==> src/rtl/deser_word_sched_pkg.sv <==
// deser_word_sched_pkg: shared shift commands and default sizes
package deser_word_sched_pkg;
  localparam logic [1:0] CTRL_HOLD = 2'b00;
  localparam logic [1:0] CTRL_1B = 2'b01;
  localparam logic [1:0] CTRL_2B = 2'b11;
  localparam int NUM_CH_DEF = 4;
  localparam int WORD_W_DEF = 16;
endpackage

==> src/rtl/rr_arbiter.sv <==
// rr_arbiter: combinational round-robin pick of the first request at or above ptr
module rr_arbiter #(
  parameter int N = 4,
  parameter int IW = 2
) (
  input  logic [N-1:0]  req,
  input  logic [IW-1:0] ptr,
  output logic [IW-1:0] gnt_idx,
  output logic          gnt_any
);
  // scan from the far end so the last hit is the nearest one to ptr
  always_comb begin
    gnt_idx = '0;
    gnt_any = 1'b0;
    for (int k = N - 1; k >= 0; k--) begin
      if (req[(int'(ptr) + k) % N]) begin
        gnt_idx = IW'((int'(ptr) + k) % N);
        gnt_any = 1'b1;
      end
    end
  end
endmodule

==> src/rtl/deser_word_sched.sv <==
// deser_word_sched: per-channel holding slots merged round-robin into one output stream
module deser_word_sched
  import deser_word_sched_pkg::*;
#(
  parameter int NUM_CH = NUM_CH_DEF,
  parameter int WORD_W = WORD_W_DEF
) (
  input  logic                      clk,
  input  logic                      rst,
  input  logic                      enable,
  input  logic                      dual_rate,
  output logic [1:0]                shift_ctrl,
  input  logic [NUM_CH-1:0]         ch_valid,
  input  logic [NUM_CH*WORD_W-1:0]  ch_data,
  output logic                      out_valid,
  input  logic                      out_ready,
  output logic [WORD_W-1:0]         out_data,
  output logic [$clog2(NUM_CH)-1:0] out_chan,
  output logic [NUM_CH-1:0]         ovf,
  input  logic                      ovf_clr
);
  localparam int CW = $clog2(NUM_CH);
  logic [WORD_W-1:0] slot_q [NUM_CH];
  logic [WORD_W-1:0] slot_d [NUM_CH];
  logic [NUM_CH-1:0] full_q, full_d, ovf_q, ovf_d;
  logic [CW-1:0] rr_q, rr_d, out_chan_q, out_chan_d, gnt_idx;
  logic [WORD_W-1:0] out_data_q, out_data_d;
  logic [1:0] shift_q, shift_d;
  logic out_valid_q, out_valid_d, gnt_any, load_out, stall;

  rr_arbiter #(.N(NUM_CH), .IW(CW)) u_arb (
    .req(full_q),
    .ptr(rr_q),
    .gnt_idx(gnt_idx),
    .gnt_any(gnt_any)
  );

  assign load_out = (!out_valid_q || out_ready) && gnt_any;
  assign stall = (&full_q) && out_valid_q && !out_ready;

  // slot fill/drain, overflow tracking, output register and shift command
  always_comb begin
    slot_d = slot_q;
    full_d = full_q;
    ovf_d = ovf_clr ? '0 : ovf_q;
    for (int i = 0; i < NUM_CH; i++) begin
      if (load_out && gnt_idx == CW'(i)) full_d[i] = 1'b0;
      if (ch_valid[i]) begin
        if (!full_q[i] || (load_out && gnt_idx == CW'(i))) begin
          slot_d[i] = ch_data[i*WORD_W +: WORD_W];
          full_d[i] = 1'b1;
        end else ovf_d[i] = 1'b1;
      end
    end
    out_valid_d = load_out ? 1'b1 : (out_ready ? 1'b0 : out_valid_q);
    out_data_d = load_out ? slot_q[gnt_idx] : out_data_q;
    out_chan_d = load_out ? gnt_idx : out_chan_q;
    rr_d = !load_out ? rr_q : (gnt_idx == CW'(NUM_CH - 1) ? '0 : gnt_idx + 1'b1);
    shift_d = (stall || !enable) ? CTRL_HOLD : (dual_rate ? CTRL_2B : CTRL_1B);
  end

  // state registers with synchronous reset
  always_ff @(posedge clk) begin
    if (rst) begin
      slot_q <= '{default: '0};
      full_q <= '0;
      ovf_q <= '0;
      rr_q <= '0;
      out_valid_q <= 1'b0;
      out_data_q <= '0;
      out_chan_q <= '0;
      shift_q <= CTRL_HOLD;
    end else begin
      slot_q <= slot_d;
      full_q <= full_d;
      ovf_q <= ovf_d;
      rr_q <= rr_d;
      out_valid_q <= out_valid_d;
      out_data_q <= out_data_d;
      out_chan_q <= out_chan_d;
      shift_q <= shift_d;
    end
  end

  assign shift_ctrl = shift_q;
  assign out_valid = out_valid_q;
  assign out_data = out_data_q;
  assign out_chan = out_chan_q;
  assign ovf = ovf_q;
endmodule

==> config.mk <==
export PLATFORM = sky130hd
export DESIGN_NAME = deser_word_sched
export DESIGN_NICKNAME = d
export VERILOG_FILES = /design/src/rtl/deser_word_sched_pkg.sv /design/src/rtl/rr_arbiter.sv /design/src/rtl/deser_word_sched.sv
export SDC_FILE = /design/constraint.sdc
export NUM_CORES = 1
export LEC_CHECK = 0
export ABC_AREA = 1
export CAP_MARGIN = 10
export CORE_AREA = 8 8 107 109
export CTS_BUF_LIST = sky130_fd_sc_hd__clkbuf_16
export CTS_CLUSTER_DIAMETER = 100
export DETAILED_ROUTE_END_ITERATION = 8
export DIE_AREA = 0 0 115 117
export PLACE_DENSITY = 0.79
export SYNTH_ARGS = -nofsm -noshare
export SYNTH_HDL_FRONTEND = slang
export SYNTH_SLANG_ARGS = --single-unit
==> constraint.sdc <==
create_clock -name clk -period 2.8 [get_ports clk]
set_clock_uncertainty 0.1 [all_clocks]
set_input_delay 0.56 -clock clk [delete_from_list [all_inputs] [get_ports clk]]
set_output_delay 0.56 -clock clk [all_outputs]
set_load 0.01 [all_outputs]
# Word-level counts from Yosys, hierarchy flattened
# Cells that the tools add are included.
[classes] add_sub_neg=4 eq_ne=3 n_mux=47 bitwise=4 reduce_logical=31 order_cmp=5
[op_table] cell="$mux 1" n=33
[op_table] cell="$bmux 16 s2" n=1
[op_table] cell="$mux 16" n=2
[op_table] cell="$lt 3x4->1 const B" n=3
[op_table] cell="$mux 2" n=6
[op_table] cell="$bmux 1 s2" n=4
[op_table] cell="$reduce_and 2->1" n=4
[op_table] cell="$reduce_or 2->1" n=4
[op_table] cell="$logic_and 1x1->1" n=7
[op_table] cell="$logic_not 1->1" n=7
[op_table] cell="$logic_or 1x1->1" n=6
[op_table] cell="$add 2x1->2 const B" n=2
[op_table] cell="$add 2x2->2 const B" n=2
[op_table] cell="$eq 2x2->1 const B" n=2
[op_table] cell="$mux 4" n=1
[op_table] cell="$reduce_and 4->1" n=1
[op_table] cell="$and 1x1->1 const A" n=3
[op_table] cell="$ge 3x3->1 const B" n=1
[op_table] cell="$lt 2x3->1 const B" n=1
[op_table] cell="$not 2->3" n=1
[op_table] cell="$eq 2x1->1 const B" n=1
[op_table] cell="$logic_not 2->1" n=1
[op_table] cell="$reduce_bool 2->1" n=1
[totals] regBits=95 input_bits=74 out_inout_bits=25

# Logic depth before layout (Yosys ltp)
[logic_depth] word_depth=15 ltp_mapped=19 ltp_nobuf=16

# By module
# A second synthesis with hierarchy kept.
[unflattened] cells_unflattened=743 area_unflattened_um2=4759.6
[by_module_without_submodules] module="deser_word_sched" area_per_inst_um2=4544.4 seq_area_each_um2=1901.8 cells_each=699 instances=1
[by_module_without_submodules] module="rr_arbiter" area_per_inst_um2=215.2 seq_area_each_um2=0.0 cells_each=44 instances=1

# Least setup slack after synthesis
# OpenSTA, ideal clock, no wires.
[synth_timing] kind="register to register" start="register rr_q[0]" end="register slot_q[17] (netlist bit)" path_slack_ns=0.554 n_path_buf=3 path_stages_with_launch=18 t_arrival_ns=2.027 setup_time_ns=0.120 period_less_slack_ns=2.246 cell_sequence="dfxtp_1 -> buf_6 -> inv_2 -> nand2_1 -> nand2_2 -> nor2_1 -> nor2_2 -> nand3_4 -> nand2_4 -> buf_4 -> inv_1 -> ha_1 -> inv_1 -> o21ai_1 -> nand2_1 -> buf_2 -> o21ai_0 -> a21oi_1"
[synth_between] elab_chain_len=12
[synth_lines] element="start: declaration" line="deser_word_sched.sv:26" source="logic [CW-1:0] rr_q, rr_d, out_chan_q, out_chan_d, gnt_idx;"
[synth_lines] element="start signal: assignment" line="deser_word_sched.sv:77" source="rr_q <= rr_d;"
[synth_lines] element="$add 2x2->2" line="rr_arbiter.sv:16, rr_arbiter.sv:17"
[synth_lines] element="$bmux 1 s2" line="rr_arbiter.sv:16" source="if (req[(int'(ptr) + k) % N]) begin"
[synth_lines] element="$mux 1 (implied by the code) (2 in series)" line="rr_arbiter.sv:16"
[synth_lines] element="$mux 2 / $mux 1 (equally long branches) (4 in series)" line="rr_arbiter.sv:16"
[synth_lines] element="$eq 2x2->1 / $logic_and 1x1->1 (equally long branches)" line="deser_word_sched.sv:49, deser_word_sched.sv:38"
[synth_lines] element="$logic_and 1x1->1 (*)" line="deser_word_sched.sv:49" source="if (!full_q[i] || (load_out && gnt_idx == CW'(i))) begin"
[synth_lines] element="$logic_or 1x1->1 (*)" line="deser_word_sched.sv:49"
[synth_lines] element="$reduce_and 2->1 (no source line) (*)"
[synth_lines] element="end signal: assignment" line="deser_word_sched.sv:74" source="slot_q <= slot_d;"
[synth_lines] element="end: declaration" line="deser_word_sched.sv:23" source="logic [WORD_W-1:0] slot_q [NUM_CH];"
# Mark *: on every way between the ends. The rest lies on a longest branch, timed or not. The select of a mux whose other input is x is not followed.
# A chain may end at the register's enable or synchronous reset.

# Worst setup path in the final report
[layout_timing] start="register full_q[3]" end="register slot_q[38] (netlist bit)"
[layout_between] elab_chain_len=11
[layout_lines] element="start: declaration" line="deser_word_sched.sv:25" source="logic [NUM_CH-1:0] full_q, full_d, ovf_q, ovf_d;"
[layout_lines] element="start signal: assignment" line="deser_word_sched.sv:75" source="full_q <= full_d;"
[layout_lines] element="$bmux 1 s2" line="rr_arbiter.sv:16"
[layout_lines] element="$mux 1 (implied by the code) (2 in series)" line="rr_arbiter.sv:16"
[layout_lines] element="$mux 2 / $mux 1 (equally long branches) (4 in series)" line="rr_arbiter.sv:16"
[layout_lines] element="$eq 2x1->1 / $logic_and 1x1->1 (equally long branches)" line="deser_word_sched.sv:49, deser_word_sched.sv:38"
[layout_lines] element="$logic_and 1x1->1 (*)" line="deser_word_sched.sv:49"
[layout_lines] element="$logic_or 1x1->1 (*)" line="deser_word_sched.sv:49"
[layout_lines] element="$reduce_and 2->1 (no source line) (*)"
# Marks and branches as above.

==> run metrics <==
Crit path max-delay family simple AND/OR/NAND/NOR gates; worst skew pair latency 0.34 ns; crit-path cells inv_1, nand2_1, nand3_1, nand2_1, nand3_2, nand2_2, nand2_4, nand2_4, buf_4, nand3_4, nand2_4, nand3_1, nand2_1, nor2_1; Distinct cells, synth 27; ys flop type dfxtp_1; vias in the first global route 4562; Core Rows 37; post-route setup slack 0.362 ns; count leader, synth inv_1; HPWL Detailed 9.45 mm; CP Buf/Inv Count 2; largest net degree at the start of global routing 69; syn_nets 818; Period minus WS final 2.44 ns; static leakage power 2.97 nW; number of synthesized flops with an enable pin 0; period utilization 87.1%; critical path arrival 2.57 ns; Die W 115 µm; status completed; DP Area 5890 µm²; H-tree Lvls 3; CP Capture Type register; Synth top area share 38.4%; DRC violations left 0; Hold Startpoint slot_q[27]$_SDFFE_PP0P_; Crit Reg-Reg Startpoint full_q[3]$_SDFF_PP0_; top post-synthesis cells by count inv_1 (129), nand2_1 (122), nand3_1 (121); Place WS 0.279 ns; Tot GR Track Use 19.6%; Pwr Total 6.25 mW; first-pass GRT wire length 21.1 mm; setup violators final 0; Vias/cell 4.97; GRT overflow 0; Initial Utilization 50.0%; Yosys reg bits 95; Root Driver clkbuf_16; Area Growth Syn to Fin 23.7%; relative slew slack 56.4%; antenna violations before repair 0; via count 4730; I/O pin cnt 99; CTS tree built; Worst Path Max Fanout 34; Initial DRC Count 404; Worst Tran Pin Value 0.653 ns; die height 117 µm; setup TNS 0 ns; Synth async-reset ratio 0%; Pre-antenna DRT Iters 5; Die Footprint 13500 µm²; clk sinks 95; Power Dens Cells 1020 nW/µm²; Mapped Cells 743; diodes inserted 0; class of the tightest hold or removal check register to register; CTS buffer count 9; cell area after layout 6130 µm²; I/O Buffers 98; CP max stage delay 0.48 ns; Max Slew Vio Count 0; routability cong. 0.886; layout cells sized above 1 6.75%; Peak supply drop 0.000757 V; Seq/Total Area, Yosys 38.4%; Routed Antenna Nets 0; detailed-route wire length 12.9 mm; clk buf depth 2; top post-synthesis cells by area dfxtp_1 (38%), nand3_1 (12%), inv_1 (9.8%); maxcap violations 0; Mapped Area 4960 µm²; slowest CP cell dfxtp_1; final hold violations 0; CP Launch Point full_q[3]$_SDFF_PP0_; FMAX 410 MHz; area leader, netlist dfxtp_1; fillers 906; clock-pin slew on the worst setup and hold paths 0.06 ns; Crit Path Class register to register; CP Launch Type register; WL/cell 13.5 µm; Req. time, crit path 2.93 ns; unrepaired setup endpoints after global routing no; Ys Warns 0; Core Area 9910 µm²; final net count 888; Avg Cell Area, Syn 6.67 µm²
[repair_timing]
action | 4_1_cts | 5_1_grt
hold buffers | 0 | 0
resized for setup | 0 | 1
setup endpoints to repair | 0 | 6
setup buffers | 0 | 0
[tightest hold or removal path: cells and delay by family, from the launching register on]
family          cells  cell delay, ns
compound gates      1            0.06
buf+inv             1            0.07
flops               1            0.29
[metrics by stage]
stage	hold slack [ns]	utilization (%)	instances
after global routing	0.384	61.9	951
after floorplan	0.330	-	743
after detailed placement	0.360	59.4	938
after global placement	0.350	59.4	938
final	0.368	61.9	951
after CTS	0.370	61.9	951
[where the power goes]
| part | switching, mW | internal [mW] |
|---|---|---|
| Combinational | 2.13 | 1.24 |
| Sequential | 0.185 | 1.65 |
| Clock | 0.474 | 0.577 |
[final cells by class]
| type | count | area [µm²] | area share, % |
|---|---|---|---|
| clock inverters | 4 | 17.5 | 0.286 |
| inverters | 135 | 507 | 8.26 |
| multi-input cells | 462 | 2240 | 36.5 |
| repair buffers | 110 | 1070 | 17.5 |
| clock buffers | 9 | 225 | 3.67 |
| well taps | 136 | 170 | 2.77 |
| flip-flops and latches | 95 | 1900 | 31.0 |
[layout by cell type, fill, tap and decap left out, drive strengths merged]
| cell type | Yosys | final |
|---|---|---|
| o21ai | 22 | 22 |
| nand4 | 2 | 2 |
| buf | 37 | 12 |
| clkbuf | 14 | 9 |
| nor3b | 1 | 1 |
| dfxtp | 95 | 95 |
| nand2 | 132 | 132 |
| clkinv | 0 | 3 |
| nor2 | 88 | 88 |
| ha | 1 | 1 |
| nand3 | 125 | 125 |
| o211ai | 1 | 1 |
| a21oi | 74 | 74 |
| clkdlybuf4s50 | 0 | 98 |
| nand3b | 16 | 16 |
| inv | 135 | 136 |
[cell families (layout without fill, tap and decap cells)]
family,count (synthesis),in the layout,synth area share (%)
buf+inv,186,258,16.5
flops,95,95,38.4
fa+ha+maj,1,1,0.252
compound gates,97,97,10.4
simple gates,364,364,34.5
[sequential cells by signal, summed over array words and instances (netlist names)]
name	flops
out_chan	2
slot_q	64
shift_ctrl	2
full_q	4
rr_q	2
ovf	4
out_valid	1
out_data	16
[routing by layer]
| layer | global-route usage (%) | wire, µm | up-vias |
|---|---|---|---|
| li1 | - | - | 2446 |
| met1 | 24.4 | 5650 | 2092 |
| met2 | 32.3 | 6070 | 160 |
| met3 | 3.23 | 760 | 32 |
| met4 | 9.46 | 395 | 0 |
| met5 | 0 | 0 | - |
[worst paths after layout]
kind	end	slack [ns]	cells after the start
setup / recovery	slot_q[38]$_SDFFE_PP0P_	0.36	14
hold / removal	slot_q[27]$_SDFFE_PP0P_	0.37	2
setup reg to reg	slot_q[38]$_SDFFE_PP0P_	0.36	14
hold reg to reg	slot_q[27]$_SDFFE_PP0P_	0.37	2
Note: power is estimated with default switching activity, not from simulation.
==> edit 1: new RTL, same settings <==
Reset style: asynchronous (`rst`), changed in one clocked block. Comments in the files are not updated.
--- a/src/rtl/deser_word_sched.sv
+++ b/src/rtl/deser_word_sched.sv
@@ -61,5 +61,5 @@
 
   // state registers with synchronous reset
-  always_ff @(posedge clk) begin
+  always_ff @(posedge clk or posedge rst) begin
     if (rst) begin
       slot_q <= '{default: '0};
Behaviour: differs if rst is asserted again (counterexample within 4 cycles, from zero or initial values and one cycle with rst high); with rst held inactive, the same outputs for 4 cycles.
==> edit 1 against the original RTL <==
Non-clock buffer count stayed put. Utilization is 0.15 points lower. Sequential share of layout area up 7.8 points. Sequential cell count stayed put. Cell area fell by 0.24%. Largest power group unchanged. Setup slack worse by 0.15 ns. Power increased by 26%. Wire length down 1.7%. Synthesized area fell by 4.9%.
==> edit 1: results (changes against the original RTL) <==
metric;value;unit;change
async_flop_share;100.0;%;was 0%
ys_seq_area_share;50.42;%;was 38.37%
first_iter_violations;355;;was 404
yosys-top-cells-area;dfrtp_1 50%, nand2_1 18%, nand3_1 12%;;was dfxtp_1 38%, nand3_1 12%, inv_1 9.8%
place_inst;836;;was 938
grt_first_pass_wirelength;20.71;mm;was 21.09 mm
ys_types;27;;unchanged
routabilityCongestion;0.9102;;was 0.8856
stdcell_count;853;;was 951
layout.nets;787;;was 888
netlist_top_cells_count;226 x nand2_1, 117 x nand3_1, 95 x dfrtp_1, 82 x inv_1, 22 x nor2_1;;was 129 x inv_1, 122 x nand2_1, 121 x nand3_1, 95 x dfxtp_1, 85 x nor2_1
worstHoldStart;slot_q[1]$_DFFE_PP0P_;;was slot_q[27]$_SDFFE_PP0P_
reg2reg_slack;0.21;ns;was 0.36 ns
holdWs;0.3724;ns;was 0.3682 ns
nFillCells;892;;was 906
syn_nets;698;;was 818
p_leak;0.003236;µW;was 0.002965 µW
crit_fanout;21;;was 34
dpl-instance-area;5802;µm²;was 5888 µm²
wl_per_cell;14.82;µm;was 13.53 µm
r2r-start;rr_q[0]$_DFFE_PP0P_;;was full_q[3]$_SDFF_PP0_
synth_ff_type;dfrtp_1;;was dfxtp_1
grt_max_degree;65;;was 69
worstReg2RegEnd;slot_q[0]$_DFFE_PP0P_;;was slot_q[38]$_SDFFE_PP0P_
min_to;slot_q[1]$_DFFE_PP0P_;;was slot_q[27]$_SDFFE_PP0P_
outcome;completed;;unchanged
drive_gt1_share;6.695;%;was 6.748%
gr-usage-all-layers;19.46;%;was 19.55%
synthCells;623;;was 743
place_hpwl;9.467;mm;was 9.450 mm
==> edit 1: cell types whose count changed after synthesis, moves of 5 or more <==
cell | before | now
buf_2 | 16 | 11
inv_1 | 129 | 82
o21ai_0 | 16 | 3
nand3b_1 | 16 | 0
a21oi_1 | 67 | 16
a21oi_2 | 7 | 0
o21ai_1 | 6 | 0
dfxtp_1 | 95 | 0
nor2_1 | 85 | 22
dfrtp_1 | 0 | 95
buf_6 | 11 | 3
nand2_1 | 122 | 226
==> edit 1: repair_timing <==
action | CTS | global route
setup endpoints to repair | 8 | 19
resized for setup | 1 | 1
buffers inserted | 0 | 1
hold buffers | 0 | 0
cloned | 0 | 0
endpoints found under the hold margin | 0 | 0
==> edit 1: cell type report <==
class | count | area share (%)
Clock inverter | 7 | 1.043
Clock buffer | 9 | 3.682
Multi-Input combinational cell | 411 | 30.21
Sequential cell | 95 | 38.88
Inverter | 85 | 5.277
Timing Repair Buffer | 110 | 18.12
Tap cell | 136 | 2.782
==> edit 1: per-layer routing <==
layer	share of wire, %	wire, µm	up-vias	GRT usage [%]
li1	-	-	2106	-
met1	46	5799	1997	26.17
met2	46	5771	150	30.75
met3	5.8	739	25	3.232
met4	2.6	332	0	7.881
met5	0	0	-	0
==> edit 1: how the worst max path moves through the flow <==
stage,cells after the start,end,slack (ns)
global route,14,slot_q[12]$_DFFE_PP0P_,-0.02
finish,14,slot_q[0]$_DFFE_PP0P_,0.21
global placement,14,slot_q[3]$_DFFE_PP0P_,0.23
detailed placement,14,slot_q[34]$_DFFE_PP0P_,0.04
CTS,14,slot_q[34]$_DFFE_PP0P_,0.13
floorplan,15,slot_q[32]$_DFFE_PP0P_,0.57
==> edit 1: power breakdown <==
part / internal, µW / leakage, µW / switching, µW
Combinational: 1560 / 0.00196 / 2710
Clock: 686 / 0.000144 / 501
Sequential: 2030 / 0.00113 / 373
==> edit 1: logic make-up after synthesis <==
| group | after synthesis | synth area share (%) |
|---|---|---|
| compound gates | 27 | 3.238 |
| fa+ha+maj | 1 | 0.2654 |
| buf+inv | 117 | 10.48 |
| flops | 95 | 50.42 |
| simple gates | 383 | 35.59 |
==> edit 1: critical path, cell delays in order (launching register included) <==
cell and delay (ns):
dfrtp_2 0.50, inv_1 0.14, nand2_1 0.13, nand3_1 0.12, nand2_1 0.11, nand3_2 0.11
nand2_2 0.10, nand2_4 0.05, nand2_4 0.17, buf_4 0.26, nand2_1 0.12, nand2_4 0.20
nand2_4 0.17, nand2_1 0.12, nand2_1 0.05
==> edit 2: new RTL, config.mk and constraints unchanged <==
Without the edit above. The package constant `NUM_CH_DEF` goes from 4 to 2.
--- a/src/rtl/deser_word_sched_pkg.sv
+++ b/src/rtl/deser_word_sched_pkg.sv
@@ -4,5 +4,5 @@
   localparam logic [1:0] CTRL_1B = 2'b01;
   localparam logic [1:0] CTRL_2B = 2'b11;
-  localparam int NUM_CH_DEF = 4;
+  localparam int NUM_CH_DEF = 2;
   localparam int WORD_W_DEF = 16;
 endpackage
Ports: changed (resized ch_data, ch_valid, out_chan and ovf); port bits go from 99 to 62. The function was not compared with the original's and may differ.
==> edit 2 against the original RTL <==
Wire length is 48% lower. Count of clock-buffer cells in the layout stayed put. Power is 62% lower. Via count is 51% lower. Setup slack better by 0.44 ns. Sequential cell count is 38 lower. Cell area is 44% lower. Sequential power is 50% lower. Synthesized area is 50% lower. Critical endpoint is now slot_q[27]$_SDFFE_PP0P_. Synthesized cell count is 54% lower. Critical path depth is 6 lower.
==> edit 2: results (changes against the original RTL) <==
metric;value;unit;change
switchingPower;575.1;µW;was 2786 µW
outcome;completed;;unchanged
grt_use_met2;16.64;%;was 32.31%
start_util;25.06;%;was 50.03%
routabilityCongestion;0.8045;;was 0.8856
ys_types;20;;was 27
drive_gt1_share;7.018;%;was 6.748%
wl_met2;3.196;mm;was 6.066 mm
layout.nets;434;;was 888
gr-usage-all-layers;10.06;%;was 19.55%
yosys-top-cells-area;dfxtp_1 46%, nand2_1 11%, nor2_1 7.7%;;was dfxtp_1 38%, nand3_1 12%, inv_1 9.8%
vdd_drop_max;0.0003458;V;was 0.0007568 V
met3_length;674;µm;was 760 µm
finalPower;2371;µW;was 6248 µW
seq-power;918;µW;was 1830 µW
place_inst;519;;was 938
postSynthAreaPerCell;7.280;µm²;was 6.670 µm²
preCtsSetupSlack;0.4892;ns;was 0.2789 ns
grt_pass1_vias;2215;;was 4562
netlist_top_cells_count;71 x nand2_1, 57 x dfxtp_1, 51 x nor2_1, 39 x inv_1, 34 x nand3_1;;was 129 x inv_1, 122 x nand2_1, 121 x nand3_1, 95 x dfxtp_1, 85 x nor2_1
slowest_stage;clkdlybuf4s50_1;;was dfxtp_1
place_hpwl;4.948;mm;was 9.450 mm
use_met1;10.30;%;was 24.39%
syn_nets;381;;was 818
use_met3;5.541;%;was 3.232%
first_pass_iters;4;;was 5
grt_max_degree;35;;was 69
p_leak;0.001474;µW;was 0.002965 µW
grt_first_pass_wirelength;10.34;mm;was 21.09 mm
wl_per_cell;12.40;µm;was 13.53 µm
p_comb_share;13.7;%;was 53.9%
max_slew.worst_pin.slew;0.6175;ns;was 0.6535 ns
ys_seq_area_share;45.97;%;was 38.37%
crit_fanout;33;;was 34
dpl-instance-area;3153;µm²;was 5888 µm²
[edit 2: area by class of cell]
type	count	area (µm²)
Multi-Input combinational cell	221	1047
Tap cell	136	170.2
Fill cell	1016	6444
Clock buffer	9	225.2
Clock inverter	7	85.08
Sequential cell	57	1141
Inverter	39	146.4
Timing Repair Buffer	66	648.1
[edit 2: final timing paths]
path,to,slack [ns],start,cells after the start
hold reg to reg,ovf[0]$_SDFF_PP0_,0.36,ovf[0]$_SDFF_PP0_,2
hold / removal,ovf[0]$_SDFF_PP0_,0.36,ovf[0]$_SDFF_PP0_,2
setup / recovery,slot_q[27]$_SDFFE_PP0P_,0.80,out_ready,8
setup reg to reg,slot_q[27]$_SDFFE_PP0P_,0.82,full_q[0]$_SDFF_PP0_,7
[edit 2: worst max-delay path: cells and delay by family]
kind	cells	cell delay, ns
simple gates	7	1.05
buf+inv	1	0.49
[edit 2: logic make-up after synthesis]
kind of cell	synth area share [%]
and+or+nand+nor	32.36
buffers and inverters	11.84
DFF	45.97
AOI/OAI and AO/OA	9.829
